--- config.mk ---
export PLATFORM = sky130hd
export DESIGN_NAME = iterative_muldiv_unit_flat
export DESIGN_NICKNAME = d
export VERILOG_FILES = /design/src/rtl/muldiv_pkg.sv /design/src/rtl/iterative_muldiv_unit_if.sv /design/src/rtl/muldiv_operand_prep.sv /design/src/rtl/iterative_muldiv_unit.sv /design/src/flat_wrapper.sv
export SDC_FILE = /design/constraint.sdc
export NUM_CORES = 1
export LEC_CHECK = 0
export CORE_MARGIN = 8
export CORE_UTILIZATION = 58
export CTS_CLUSTER_SIZE = 14
export DETAILED_ROUTE_END_ITERATION = 8
export GPL_ROUTABILITY_DRIVEN = 0
export HOLD_SLACK_MARGIN = 0.12
export PLACE_DENSITY_LB_ADDON = 0.25
export SLEW_MARGIN = 20
export SYNTH_ARGS = -nofsm -noshare
export SYNTH_HDL_FRONTEND = slang
export SYNTH_HIERARCHICAL = 1
export SYNTH_SLANG_ARGS = --single-unit
--- constraint.sdc ---
create_clock -name clock -period 4.8 [get_ports clock]
set_input_delay 0.72 -clock clock [delete_from_list [all_inputs] [get_ports clock]]
set_output_delay 0.72 -clock clock [all_outputs]
set_load 0.05 [all_outputs]
--- src/rtl/muldiv_pkg.sv ---
// Shared types for the iterative multiply/divide unit.
// Holds the op/state enums and the func3 group masks.
package muldiv_pkg;

  typedef enum logic [2:0] {
    OP_MUL    = 3'd0,
    OP_MULH   = 3'd1,
    OP_MULHSU = 3'd2,
    OP_MULHU  = 3'd3,
    OP_DIV    = 3'd4,
    OP_DIVU   = 3'd5,
    OP_REM    = 3'd6,
    OP_REMU   = 3'd7
  } muldiv_op_e;

  typedef enum logic [2:0] {
    IDLE,
    PREP,
    ITER,
    FIX,
    DONE
  } muldiv_state_e;

  localparam int DIV_BIT = 2;

  // Bit i set when func3 == i belongs to the group.
  localparam logic [7:0] SIGNED_A_MASK = 8'b0101_0111;
  localparam logic [7:0] SIGNED_B_MASK = 8'b0101_0011;
  localparam logic [7:0] HIGH_MASK     = 8'b0000_1110;
  localparam logic [7:0] REM_MASK      = 8'b1100_0000;

  function automatic logic isDiv(input logic [2:0] f);
    return f[DIV_BIT];
  endfunction

endpackage

--- src/rtl/iterative_muldiv_unit_if.sv ---
// Request/result handshake bundle for the mul/div unit.
// master = issuing execute stage, slave = the unit.
interface iterative_muldiv_unit_if #(
  parameter int XLEN = 32
);

  logic            startValid;
  logic            startReady;
  logic [2:0]      func3;
  logic [XLEN-1:0] operandA;
  logic [XLEN-1:0] operandB;
  logic [4:0]      rdIn;
  logic            flush;
  logic            resultValid;
  logic            resultReady;
  logic [XLEN-1:0] result;
  logic [4:0]      rdOut;
  logic            stallRequest;

  modport master (
    output startValid, func3, operandA, operandB,
    output rdIn, flush, resultReady,
    input  startReady, resultValid, result,
    input  rdOut, stallRequest
  );

  modport slave (
    input  startValid, func3, operandA, operandB,
    input  rdIn, flush, resultReady,
    output startReady, resultValid, result,
    output rdOut, stallRequest
  );

endinterface

--- src/rtl/muldiv_operand_prep.sv ---
// Combinational operand conditioning: magnitudes, result sign,
// divide-by-zero / signed-overflow detection and their fixed results.
module muldiv_operand_prep
  import muldiv_pkg::*;
#(
  parameter int XLEN = 32
) (
  input  logic [2:0]      func3,
  input  logic [XLEN-1:0] opA,
  input  logic [XLEN-1:0] opB,
  output logic [XLEN-1:0] absA,
  output logic [XLEN-1:0] absB,
  output logic            negRes,
  output logic            special,
  output logic [XLEN-1:0] specialRes
);

  localparam logic [XLEN-1:0] MIN_VAL =
    {1'b1, {(XLEN-1){1'b0}}};

  logic sA;
  logic sB;
  logic divZero;
  logic divOvf;

  // Sign strip, sign bookkeeping and special-case results
  always_comb begin
    sA = SIGNED_A_MASK[func3] & opA[XLEN-1];
    sB = SIGNED_B_MASK[func3] & opB[XLEN-1];
    absA = sA ? -opA : opA;
    absB = sB ? -opB : opB;
    negRes = REM_MASK[func3] ? sA : (sA ^ sB);
    divZero = isDiv(func3) && (opB == '0);
    divOvf = isDiv(func3) && SIGNED_B_MASK[func3]
             && (opA == MIN_VAL) && (opB == '1);
    special = divZero || divOvf;
    specialRes = '0;
    if (divZero) begin
      specialRes = REM_MASK[func3] ? opA : '1;
    end else if (divOvf) begin
      specialRes = REM_MASK[func3] ? '0 : MIN_VAL;
    end
  end

endmodule

--- src/rtl/iterative_muldiv_unit.sv ---
// Bit-serial RV32M/RV64M multiply/divide unit for the execute stage.
// Optional MULDIV_EARLY_OUT_EN: data-dependent early ITER termination.
module iterative_muldiv_unit
  import muldiv_pkg::*;
#(
  parameter int XLEN = 32
) (
  input logic clock,
  input logic reset,
  iterative_muldiv_unit_if.slave bus
);

  localparam int CNT_W = $clog2(XLEN) + 1;
  localparam int W2 = 2 * XLEN;

  muldiv_state_e stateQ;
  muldiv_state_e stateD;

  logic [2:0]      opQ;
  logic [XLEN-1:0] aQ;
  logic [XLEN-1:0] bQ;
  logic [4:0]      rdQ;
  logic [W2-1:0]   accQ;
  logic [W2-1:0]   mcandQ;
  logic [XLEN-1:0] quotQ;
  logic [CNT_W-1:0] cntQ;
  logic            negQ;
  logic            specialQ;
  logic [XLEN-1:0] specResQ;
  logic [XLEN-1:0] resultQ;
  logic            validQ;

  logic            accept;
  logic            skipIter;
  logic            lastStep;
  logic [XLEN-1:0] absA;
  logic [XLEN-1:0] absB;
  logic [XLEN-1:0] specRes;
  logic            negRes;
  logic            special;
  logic [XLEN:0]   remTrial;
  logic [XLEN:0]   remDiff;
  logic            qBit;
  logic [W2-1:0]   prodN;
  logic [XLEN-1:0] quotN;
  logic [XLEN-1:0] remN;
  logic [XLEN-1:0] fixRes;

  assign bus.startReady = (stateQ == IDLE);
  assign bus.stallRequest = (stateQ != IDLE);
  assign bus.resultValid = validQ;
  assign bus.result = resultQ;
  assign bus.rdOut = rdQ;

  assign accept = (stateQ == IDLE) && bus.startValid
                  && !bus.flush;

  muldiv_operand_prep #(
    .XLEN(XLEN)
  ) prep (
    .func3(opQ),
    .opA(aQ),
    .opB(bQ),
    .absA(absA),
    .absB(absB),
    .negRes(negRes),
    .special(special),
    .specialRes(specRes)
  );

`ifdef MULDIV_EARLY_OUT_EN
  logic [CNT_W-1:0] lzc;
  logic seenOne;

  // Leading zeros of |dividend|: those quotient bits are known zero
  always_comb begin
    lzc = '0;
    seenOne = 1'b0;
    for (int i = XLEN - 1; i >= 0; i--) begin
      seenOne = seenOne | absA[i];
      if (!seenOne) lzc = lzc + CNT_W'(1);
    end
  end

  assign skipIter = special
    || (isDiv(opQ) ? (absA == '0) : (absB == '0));
  assign lastStep = isDiv(opQ)
    ? (cntQ == CNT_W'(1))
    : (quotQ[XLEN-1:1] == '0);
`else
  assign skipIter = special;
  assign lastStep = (cntQ == CNT_W'(1));
`endif

  // One restoring-division step on the shared registers
  assign remTrial = {accQ[XLEN-1:0], quotQ[XLEN-1]};
  assign remDiff = remTrial - {1'b0, mcandQ[XLEN-1:0]};
  assign qBit = !remDiff[XLEN];

  // Sign fix-up and result-half selection
  always_comb begin
    prodN = negQ ? -accQ : accQ;
    quotN = negQ ? -quotQ : quotQ;
    remN = negQ ? -accQ[XLEN-1:0] : accQ[XLEN-1:0];
    fixRes = prodN[XLEN-1:0];
    if (specialQ) begin
      fixRes = specResQ;
    end else if (REM_MASK[opQ]) begin
      fixRes = remN;
    end else if (isDiv(opQ)) begin
      fixRes = quotN;
    end else if (HIGH_MASK[opQ]) begin
      fixRes = prodN[W2-1:XLEN];
    end
  end

  // Next-state logic; flush wins from any state
  always_comb begin
    stateD = stateQ;
    unique case (stateQ)
      IDLE: if (accept) stateD = PREP;
      PREP: stateD = skipIter ? FIX : ITER;
      ITER: if (lastStep) stateD = FIX;
      FIX:  stateD = DONE;
      DONE: if (validQ && bus.resultReady) stateD = IDLE;
      default: stateD = IDLE;
    endcase
    if (bus.flush) stateD = IDLE;
  end

  // State register and iterative datapath
  always_ff @(posedge clock) begin
    if (reset) begin
      stateQ <= IDLE;
      opQ <= '0;
      aQ <= '0;
      bQ <= '0;
      rdQ <= '0;
      accQ <= '0;
      mcandQ <= '0;
      quotQ <= '0;
      cntQ <= '0;
      negQ <= 1'b0;
      specialQ <= 1'b0;
      specResQ <= '0;
      resultQ <= '0;
      validQ <= 1'b0;
    end else begin
      stateQ <= stateD;
      case (stateQ)
        IDLE: begin
          if (accept) begin
            opQ <= bus.func3;
            aQ <= bus.operandA;
            bQ <= bus.operandB;
            rdQ <= bus.rdIn;
          end
        end
        PREP: begin
          accQ <= '0;
          negQ <= negRes;
          specialQ <= special;
          specResQ <= specRes;
          cntQ <= CNT_W'(XLEN);
          if (isDiv(opQ)) begin
            mcandQ <= {{XLEN{1'b0}}, absB};
`ifdef MULDIV_EARLY_OUT_EN
            quotQ <= absA << lzc;
            cntQ <= CNT_W'(XLEN) - lzc;
`else
            quotQ <= absA;
`endif
          end else begin
            mcandQ <= {{XLEN{1'b0}}, absA};
            quotQ <= absB;
          end
        end
        ITER: begin
          cntQ <= cntQ - CNT_W'(1);
          if (isDiv(opQ)) begin
            accQ <= {{XLEN{1'b0}},
                     qBit ? remDiff[XLEN-1:0]
                          : remTrial[XLEN-1:0]};
            quotQ <= {quotQ[XLEN-2:0], qBit};
          end else begin
            if (quotQ[0]) accQ <= accQ + mcandQ;
            mcandQ <= mcandQ << 1;
            quotQ <= quotQ >> 1;
          end
        end
        FIX: resultQ <= fixRes;
        DONE: begin
          if (!validQ) begin
            validQ <= 1'b1;
          end else if (bus.resultReady) begin
            validQ <= 1'b0;
          end
        end
        default: ;
      endcase
      if (bus.flush) validQ <= 1'b0;
    end
  end

endmodule

--- src/flat_wrapper.sv ---
// flat-port wrapper written by rule: the top's interface ports become plain ports
module iterative_muldiv_unit_flat import muldiv_pkg::*;
#(
  parameter int XLEN = 32
)
  (clock, reset, bus_startValid, bus_func3, bus_operandA, bus_operandB, bus_rdIn, bus_flush, bus_resultReady, bus_startReady, bus_resultValid, bus_result, bus_rdOut, bus_stallRequest);
  iterative_muldiv_unit_if #(.XLEN(XLEN)) bus_i ();
  input logic clock;
  input logic reset;
  input wire logic [$bits(bus_i.startValid)-1:0] bus_startValid;
  input wire logic [$bits(bus_i.func3)-1:0] bus_func3;
  input wire logic [$bits(bus_i.operandA)-1:0] bus_operandA;
  input wire logic [$bits(bus_i.operandB)-1:0] bus_operandB;
  input wire logic [$bits(bus_i.rdIn)-1:0] bus_rdIn;
  input wire logic [$bits(bus_i.flush)-1:0] bus_flush;
  input wire logic [$bits(bus_i.resultReady)-1:0] bus_resultReady;
  output wire logic [$bits(bus_i.startReady)-1:0] bus_startReady;
  output wire logic [$bits(bus_i.resultValid)-1:0] bus_resultValid;
  output wire logic [$bits(bus_i.result)-1:0] bus_result;
  output wire logic [$bits(bus_i.rdOut)-1:0] bus_rdOut;
  output wire logic [$bits(bus_i.stallRequest)-1:0] bus_stallRequest;
  assign bus_i.startValid = bus_startValid;
  assign bus_i.func3 = bus_func3;
  assign bus_i.operandA = bus_operandA;
  assign bus_i.operandB = bus_operandB;
  assign bus_i.rdIn = bus_rdIn;
  assign bus_i.flush = bus_flush;
  assign bus_i.resultReady = bus_resultReady;
  assign bus_startReady = bus_i.startReady;
  assign bus_resultValid = bus_i.resultValid;
  assign bus_result = bus_i.result;
  assign bus_rdOut = bus_i.rdOut;
  assign bus_stallRequest = bus_i.stallRequest;
  iterative_muldiv_unit #(.XLEN(XLEN)) u_core (.clock(clock), .reset(reset), .bus(bus_i));
endmodule
==> out/metrics.yaml <==
status:
  outcome: "finished clean"
sta:
  finalSetupViolCount: 0
  min_period_ns: 4.45
  rsz0062_at_grt: "false"
  final_max_slew_viol_count: 0
  tightest_slew_ns: 1.13
  finalSetupTns_ns: 0
  fmax_mhz: 225
  skew_ns: 0.0255
  finalHoldViolations: 0
  min_period_over_period_pct: 92.7
  layout_setup_ws_ns: 0.348
  slew_headroom_pct: 24.8
  worst_hold_slack_ns: 0.453
yosys:
  synth_top_family_by_area: "compound AO/OA/AOI/OAI gates"
  ys_seq_elements: 310
  muxShareOfSynthArea_pct: 3.70
  synth_cells: 2993
  synth_area_leader_cell: "dfxtp_1"
  synthXorXnorAreaFrac_pct: 9.15
  synth_top_cell_area_share_pct: 27.8
  yosysMostFrequentCell: "nand2_1"
  synthArstFlopShare_pct: 0
  ys_seq_area_share_pct: 27.8
  ys_top_cells_by_area: "dfxtp_1 28%, a21oi_1 8.3%, nand2_1 8.2%"
  netlist_area_um2: 22300
  syn_nets: 3174
  ys.flop_type: "dfxtp_1"
  yosys_warnings: 6
  yosys.area_share.simple_pct: 20.4
  syn_avg_cell_area_um2: 7.45
  ys_types: 87
  synth_edf_count: 0
  synth_commonest_cells: "488 x nand2_1, 371 x a21oi_1, 310 x dfxtp_1, 205 x o21ai_0, 184 x clkbuf_1"
  synth_compound_area_share_pct: 27.9
  synthAdderAreaFrac_pct: 5.90
clock_tree:
  cts_setup_buffers: 0
  path_clk_slew_ns: 0.06
  cts_resized: 0
  root_buffer: "clkbuf_16"
  cts_made_buffers: 37
  cts_max_level: 2
  clock_sinks: 310
  clock_path_buffers: 3
  hold_buffers: 0
  clk_latency_ns: 0.55
  cts_tree: "done"
pwr:
  cellLeakagePower_uw: 0.00943
  vdd_drop_max_v: 0.000286
  powerDensity_nw_per_um2: 268
die:
  die_y_um: 212
  ioPinCount: 117
  die_w_um: 212
  die_area_um2: 45000
  start_util_pct: 58.2
  row_count: 72
  core_um2: 38300
detailed_routing:
  met1Wirelength_um: 30100
  final_antenna_net_count: 0
  wl_per_cell_um: 21.3
  drtIter0Drc: 3387
  firstDrtPassIters: 7
  drc: 0
  met3_length_um: 8520
  dr_wl_met2_um: 32100
  wirelength_um: 74900
  maxUsedRoutingLayer: "met4"
  vias: 23400
  vias_per_cell: 6.66
finish:
  diodes: 0
  area_growth_pct: 11.3
  regArea_um2: 6210
  multi_input_area_um2: 15000
  nets: 3151
  nFillCells: 3286
  drive_gt1_share_pct: 4.51
placement:
  dpl_worst_slack_ns: 0.577
  dp_hpwl_um: 54800
  numPortBuffers: 116
flow_run:
  maxCapViolCount: 0
global_routing:
  grt_pass1_wl_um: 118000
  overflow: 0
  grt_max_degree: 98
  grt_pass1_vias: 21300
  antenna_found_initial: 1
  grt_usage_pct: 32.2
setup_path:
  cp-start-kind: "flop"
  cp_max_fo: 34
  cp.arrival_ns: 4.91
  cp-end-kind: "flop"
  worstPathCellList: "inv_1 -> ha_1 -> fa_1 -> nor2b_1 -> o21ai_0 -> a21boi_0 -> o41ai_1 -> a21oi_1 -> o211ai_1 -> nand2_1 -> a311oi_1 -> xnor2_2 -> buf_12 -> mux2_2 -> o21ai_0"
  critical_path.most_common_cell: "o21ai_0"
  cpMaxStageDelayCell: "o41ai_1"
  max_stage_delay_ns: 0.69
  path_class: "flop to flop"
  required_ns: 5.26
worst_hold_path:
  min_path_type: "flop to flop"
per-layer routing:
metal / up-vias / track usage, %
met4: 0 / 16.1
met3: 287 / 6.07
met5: - / 0
met1: 10900 / 43.7
li1: 10800 / -
met2: 1470 / 48.4
state kept, by name (all words and copies together) (netlist names), named ones only:
signal and cells:
u_core/bus.resultValid 1, u_core/bus.result 32, u_core/accQ 64, u_core/quotQ 32, u_core/mcandQ 64, u_core/bQ 32
u_core/cntQ 6, u_core/aQ 32, u_core/specResQ 32, u_core/opQ 3, u_core/stateQ 3, u_core/bus.rdOut 5
u_core/specialQ 1, u_core/negQ 1
worst max-delay path, delay by kind of cell (launching register included):
kind	cells	cell delay, ns
xor+xnor	1	0.18
mux	1	0.37
buf+inv	2	0.37
compound gates	7	2.41
flops	1	0.35
simple gates	2	0.24
fa+ha+maj	2	0.42
layout by cell type, fill, tap and decap left out, types with 41 or more instances in the layout:
cell type	count
inv_1	82
ha_1	102
nand3_1	59
nor2_1	158
o21a_1	43
o21ai_0	205
o211ai_1	44
xor2_1	94
nor3_1	51
mux2i_1	78
nand2_1	486
a21oi_1	370
dfxtp_1	308
o31ai_1	41
xnor2_1	138
clkdlybuf4s50_1	115
a221oi_1	53
layout make-up:
cell class,instances,area share [%]
Multi-Input combinational cell,2394,60.6
Sequential cell,310,25.0
Timing Repair Buffer,145,5.61
Clock buffer,51,4.32
Tap cell,518,2.61
Inverter,82,1.24
Clock inverter,14,0.565
report_power, final:
group	leakage [uW]	internal (uW)	switching, uW
combinational	0.00632	422	674
sequential	0.00251	2630	103
clock	0.000594	1670	1140
total	0.00943	4720	1920
logic make-up after synthesis:
| family | Yosys count |
|---|---|
| muxes | 81 |
| buffers and inverters | 289 |
| adders and majority gates | 104 |
| AOI/OAI and AO/OA | 996 |
| xor gates and xnor gates | 233 |
| and+or+nand+nor | 980 |
| DFF | 310 |
metrics by stage:
stage | utilization, % | cell area [um^2] | cells | total power [uW]
6_report | 64.8 | 24800 | 3514 | 6640
5_1_grt | 64.8 | 24800 | 3514 | 6860
4_1_cts | 64.8 | 24800 | 3514 | 6630
3_5_place_dp | 61.6 | 23600 | 3449 | 3840
3_3_place_gp | 61.6 | 23600 | 3449 | 3810
2_1_floorplan | - | 22300 | 2993 | 3510
worst paths after layout:
| check | slack (ns) | cells after the start | from | endpoint |
|---|---|---|---|---|
| hold / removal | 0.45 | 2 | u_core/specResQ[28] | u_core/specResQ[28] |
| setup reg to reg | 0.35 | 15 | u_core/quotQ[31] | u_core/accQ[0] |
| setup / recovery | 0.35 | 15 | u_core/quotQ[31] | u_core/accQ[0] |
| hold reg to reg | 0.45 | 2 | u_core/specResQ[28] | u_core/specResQ[28] |
Note: power is estimated with default switching activity, not from simulation.
